## config.mk

```make
export PLATFORM = sky130hd
export DESIGN_NAME = pc_fetch_unit
export DESIGN_NICKNAME = d
export VERILOG_FILES = /design/src/rtl/pc_fetch_unit.sv
export SDC_FILE = /design/constraint.sdc
export NUM_CORES = 1
export LEC_CHECK = 0
export CORE_MARGIN = 1.5
export CORE_UTILIZATION = 30
export DETAILED_ROUTE_END_ITERATION = 16
export PLACE_DENSITY_LB_ADDON = 0.05
export SLEW_MARGIN = 20
export SYNTH_ARGS = -nofsm -noshare
export SYNTH_HDL_FRONTEND = slang
export SYNTH_SLANG_ARGS = --single-unit
```

## constraint.sdc

```tcl
create_clock -name clk -period 3.25 [get_ports clk]
set_input_delay 0.975 -clock clk [delete_from_list [all_inputs] [get_ports clk]]
set_output_delay 0.975 -clock clk [all_outputs]
set_load 0.005 [all_outputs]
```

## src/rtl/pc_fetch_unit.sv

```systemverilog
// PC register and fetch/decode stage for the five-instruction CPU.
// Implements J and JR with one delay slot; a jump to HALT_ADDR stops fetch.
module pc_fetch_unit #(
  parameter logic [31:0] RESET_VECTOR = 32'hBFC00000,
  parameter logic [31:0] HALT_ADDR    = 32'h00000000
) (
  input  logic        clk,
  input  logic        reset,
  input  logic        clk_enable,
  input  logic [31:0] instr_readdata,
  input  logic [31:0] jr_target,
  output logic [31:0] instr_address,
  output logic [4:0]  rs,
  output logic [4:0]  rt,
  output logic [4:0]  rd,
  output logic [5:0]  func_code,
  output logic [5:0]  ALUOp,
  output logic [15:0] alu_immediate,
  output logic        instr_valid,
  output logic        active
);

  typedef enum logic [1:0] {
    RUN,
    DELAY,
    HALTED
  } state_t;

  state_t      state;
  logic [31:0] pc;
  logic [31:0] target_reg;
  logic [31:0] pc_plus4;
  logic [31:0] jump_target;
  logic [5:0]  opcode;
  logic [5:0]  funct;
  logic        is_j;
  logic        is_jr;
  logic        run_q;

  assign opcode   = instr_readdata[31:26];
  assign funct    = instr_readdata[5:0];
  assign pc_plus4 = pc + 32'd4;
  assign is_j     = (opcode == 6'h02);
  assign is_jr    = (opcode == 6'h00) && (funct == 6'h08);

  // J keeps the upper nibble of the delay-slot address.
  always_comb begin
    jump_target = {pc_plus4[31:28], instr_readdata[25:0], 2'b00};
    if (is_jr) jump_target = jr_target;
  end

  always_ff @(posedge clk or posedge reset) begin
    if (reset) begin
      pc         <= RESET_VECTOR;
      state      <= RUN;
      target_reg <= '0;
      run_q      <= 1'b1;
    end else if (clk_enable) begin
      unique case (state)
        RUN: begin
          pc <= pc_plus4;
          if (is_j || is_jr) begin
            target_reg <= jump_target;
            state      <= DELAY;
          end
        end
        // A jump sitting in the slot is ignored; the pending target wins.
        DELAY: begin
          pc <= target_reg;
          if (target_reg == HALT_ADDR) begin
            state <= HALTED;
            run_q <= 1'b0;
          end else begin
            state <= RUN;
          end
        end
        HALTED: begin
          pc    <= HALT_ADDR;
          run_q <= 1'b0;
        end
        default: begin
          state <= RUN;
        end
      endcase
    end
  end

  assign instr_address = pc;
  assign active        = run_q;
  assign instr_valid   = run_q;

  // Once halted the datapath sees sll $0,$0,0.
  always_comb begin
    rs            = '0;
    rt            = '0;
    rd            = '0;
    func_code     = '0;
    ALUOp         = '0;
    alu_immediate = '0;
    if (run_q) begin
      rs            = instr_readdata[25:21];
      rt            = instr_readdata[20:16];
      rd            = instr_readdata[15:11];
      func_code     = instr_readdata[5:0];
      ALUOp         = instr_readdata[31:26];
      alu_immediate = instr_readdata[15:0];
    end
  end

endmodule

```

==> results by group <==
Outcome
  • Status: finished clean

Pwr
  • Switching part of the total power: 0.322
  • Clk pwr share: 0.308
  • Int Pwr: 2.28 mW
  • Net switching power: 1.08 mW
  • Overall Power: about 3.4 mW
  • Combinational share of power: 0.276
  • Cell Pwr Density: 549 mW/mm2
  • Leakage power: 2.39 nW
  • Maximum vdd drop: 0.000302 V
  • Reg power frac: 0.416

Clock tree
  • Clk Latency, worst-skew pair: 330 ps
  • # clock sinks: 67
  • Hold bufs inserted after CTS: 0
  • Post-CTS sizing: 0
  • H-tree Lvls: 3
  • Max clock buf depth: 2
  • TritonCTS clock tree: built
  • CTS clk-pin slew, worst paths: ~60 ps
  • Post-CTS Setup Bufs: 0
  • CTS Buf Count: 9
  • CTS Root Cell: clkbuf_16

Detailed routing
  • DRT iter0 DRCs: 424
  • First-pass detailed-route iteration total: 5
  • Total number of vias: 4199
  • WL final: 14200 um
  • Routed wire per std cell: 17.3 um
  • DRC Markers: 0
  • Final ANT Viol Nets: 0
  • Routed vias/inst: ~5.1

Logic synthesis
  • Seq cells post-synth: 67
  • Post-synth EDFFs: 0
  • Most common cell in the netlist: nand2_1
  • Synth warn: 0
  • Nets in the synthesized netlist: 582
  • Synthesized area: about 0.0042 mm2
  • Async SR Flop Fraction: 1.00
  • Unique masters post-synth: 55
  • Top post-synthesis cells by count: nand2_1, dfrtp_1, nor2_1
  • Top post-synthesis cells by area: dfrtp_1, nand2_1, dfstp_2
  • Main synth FF type: dfrtp_1
  • Yosys top cell by area: dfrtp_1
  • Mean area per synthesized cell: around 8.2 um2
  • Post-Syn Instances: 510
  • Synth top area share: 0.343
  • Seq/Total Area, Yosys: 0.406

STA
  • Max_slew headroom: 0.448
  • Fin crit share: 0.972
  • Fmax: 0.317 GHz
  • Unrepaired setup endpoints after global routing: no
  • Setup violators final: 0
  • Total negative slack: 0 ps
  • Slew Limit Fails: 0
  • Final min period: 3160 ps
  • Worst-margin pin slew: 820 ps
  • Hold Vio Cnt, Final: 0
  • WHS: slightly below 500 ps
  • Clk_skew: between 7 and 8 ps

Floorplanning
  • Core Region: ~0.013 mm2
  • Cell Rows: 42
  • IO Pins: 144
  • DIE AREA: 0.0146 mm2
  • Die Span Y: 121 um
  • Initial Util: 0.311
  • Die X: 121 um

Setup path
  • CP cell instances: clkdlybuf4s50_1 > and2_1 > clkdlybuf4s50_1
  • Critical Path RT: ~2300 ps
  • Crit-path most repeated cell: clkdlybuf4s50_1
  • Kind of launch point of the worst setup path: input pin
  • Kind of critical path: in2out
  • Arrival time worst endpoint: 2180 ps
  • Critical Path Max Stage Delay: 520 ps
  • Critical Path Fanout Max: 3
  • Slowest CP cell: clkdlybuf4s50_1
  • CP Capture Type: output pin

Run
  • Max cap viols: 0

Finish
  • Core Util, Final: 0.456
  • Area Growth Syn to Fin: 47.0%
  • Final Instance Area: between 0.006 and 0.007 mm2
  • Share of cells above drive strength 1: 0.0919
  • Nets: 709
  • Diode count: 0

GRT
  • Congestion Overflow GR: 0
  • Initial antenna violation count: 0
  • Largest net degree at the start of global routing: 68
  • Number of global-route vias before repair: 4297
  • Total Routing Usage GR: 0.201
  • Global-route wire length before repair: 22500 um

Placed design
  • Port Buf Inserts: 143
  • Routability cong.: between 0.8 and 0.9
  • DP Wirelength: 10500 um
  • Placed Instance Area: 0.00580 mm2

Min path
  • Worst min path class: reg2reg
==> area by class of cell <==
cell class | count | area (um2)
Tap cell | 176 | 220
Inverter | 13 | 48.8
Clock buffer | 15 | 288
Fill cell | 1332 | 7280
Timing Repair Buffer | 164 | 1650
Multi-Input combinational cell | 382 | 2190
Clock inverter | 1 | 30.0
Sequential cell | 67 | 1690
==> placed cells by master (no fill, tap or decap), types with 5 or more instances in the layout <==
master / instances
nor4_1: 15
nand4_1: 6
a22oi_1: 11
clkbuf_16: 9
dfrtp_1: 57
and2_1: 35
o21ai_0: 40
a31oi_1: 24
o2bb2ai_1: 8
nand2_1: 73
clkdlybuf4s50_1: 143
buf_12: 5
nor3_1: 13
dfstp_2: 10
ha_1: 5
nor2_1: 45
buf_4: 16
inv_1: 12
nand3_1: 18
o31ai_1: 5
a21oi_1: 29
==> power by group through the flow <==
stage / clock (mW) / sequential, mW / combinational (mW)
after detailed placement: 0 / 1.41 / 0.930
final: 1.03 / 1.40 / 0.925
after global placement: 0 / 1.40 / 0.921
after global routing: 1.10 / 1.44 / 1.03
after floorplan: 0 / 1.30 / 0.450
after CTS: 1.05 / 1.40 / 0.934
==> metrics by stage <==
| stage | setup WS [ps] | cells |
|---|---|---|
| 5_1_grt | 23.6 | 818 |
| 2_1_floorplan | 608 | 510 |
| 4_1_cts | 84.1 | 818 |
| 3_5_place_dp | -30.6 | 802 |
| 3_3_place_gp | -35.0 | 802 |
| 6_report | 90.5 | 818 |
==> kinds of logic (layout without fill, tap and decap cells) <==
logic type	Yosys count	after routing	synth area share
xor gates and xnor gates	2	2	0.00421
AOI/OAI and AO/OA	141	141	0.212
buffers and inverters	61	193	0.0698
muxes	3	3	0.00752
and+or+nand+nor	231	231	0.285
adders and majority gates	5	5	0.0150
DFF	67	67	0.406
==> per-layer routing <==
layer,track usage,wire [um]
met5,0,0
met2,0.311,6430
met3,0.0448,856
met1,0.274,6670
met4,0.0721,221
==> path summary, 6_finish.rpt <==
kind / start / to / slack [ps] / cells after the start
max: instr_readdata[0] / alu_immediate[0] / 90 / 3
min: instr_address[0]$_DFFE_PP0P_ / instr_address[0]$_DFFE_PP0P_ / 480 / 2
max reg2reg: instr_address[2]$_DFFE_PP0P_ / target_reg[31]$_DFFE_PP0P_ / 890 / 5
min reg2reg: instr_address[0]$_DFFE_PP0P_ / instr_address[0]$_DFFE_PP0P_ / 480 / 2
max in group asynchronous: reset / active$_DFFE_PP1P_ / 1860 / 3
min in group asynchronous: reset / instr_address[20]$_DFFE_PP0P_ / 1050 / 3
==> critical path, delay by kind of cell <==
family | cells | cell delay, ps
simple gates | 1 | 180
buf+inv | 2 | 1030
Note: power is estimated with default switching activity, not from simulation.
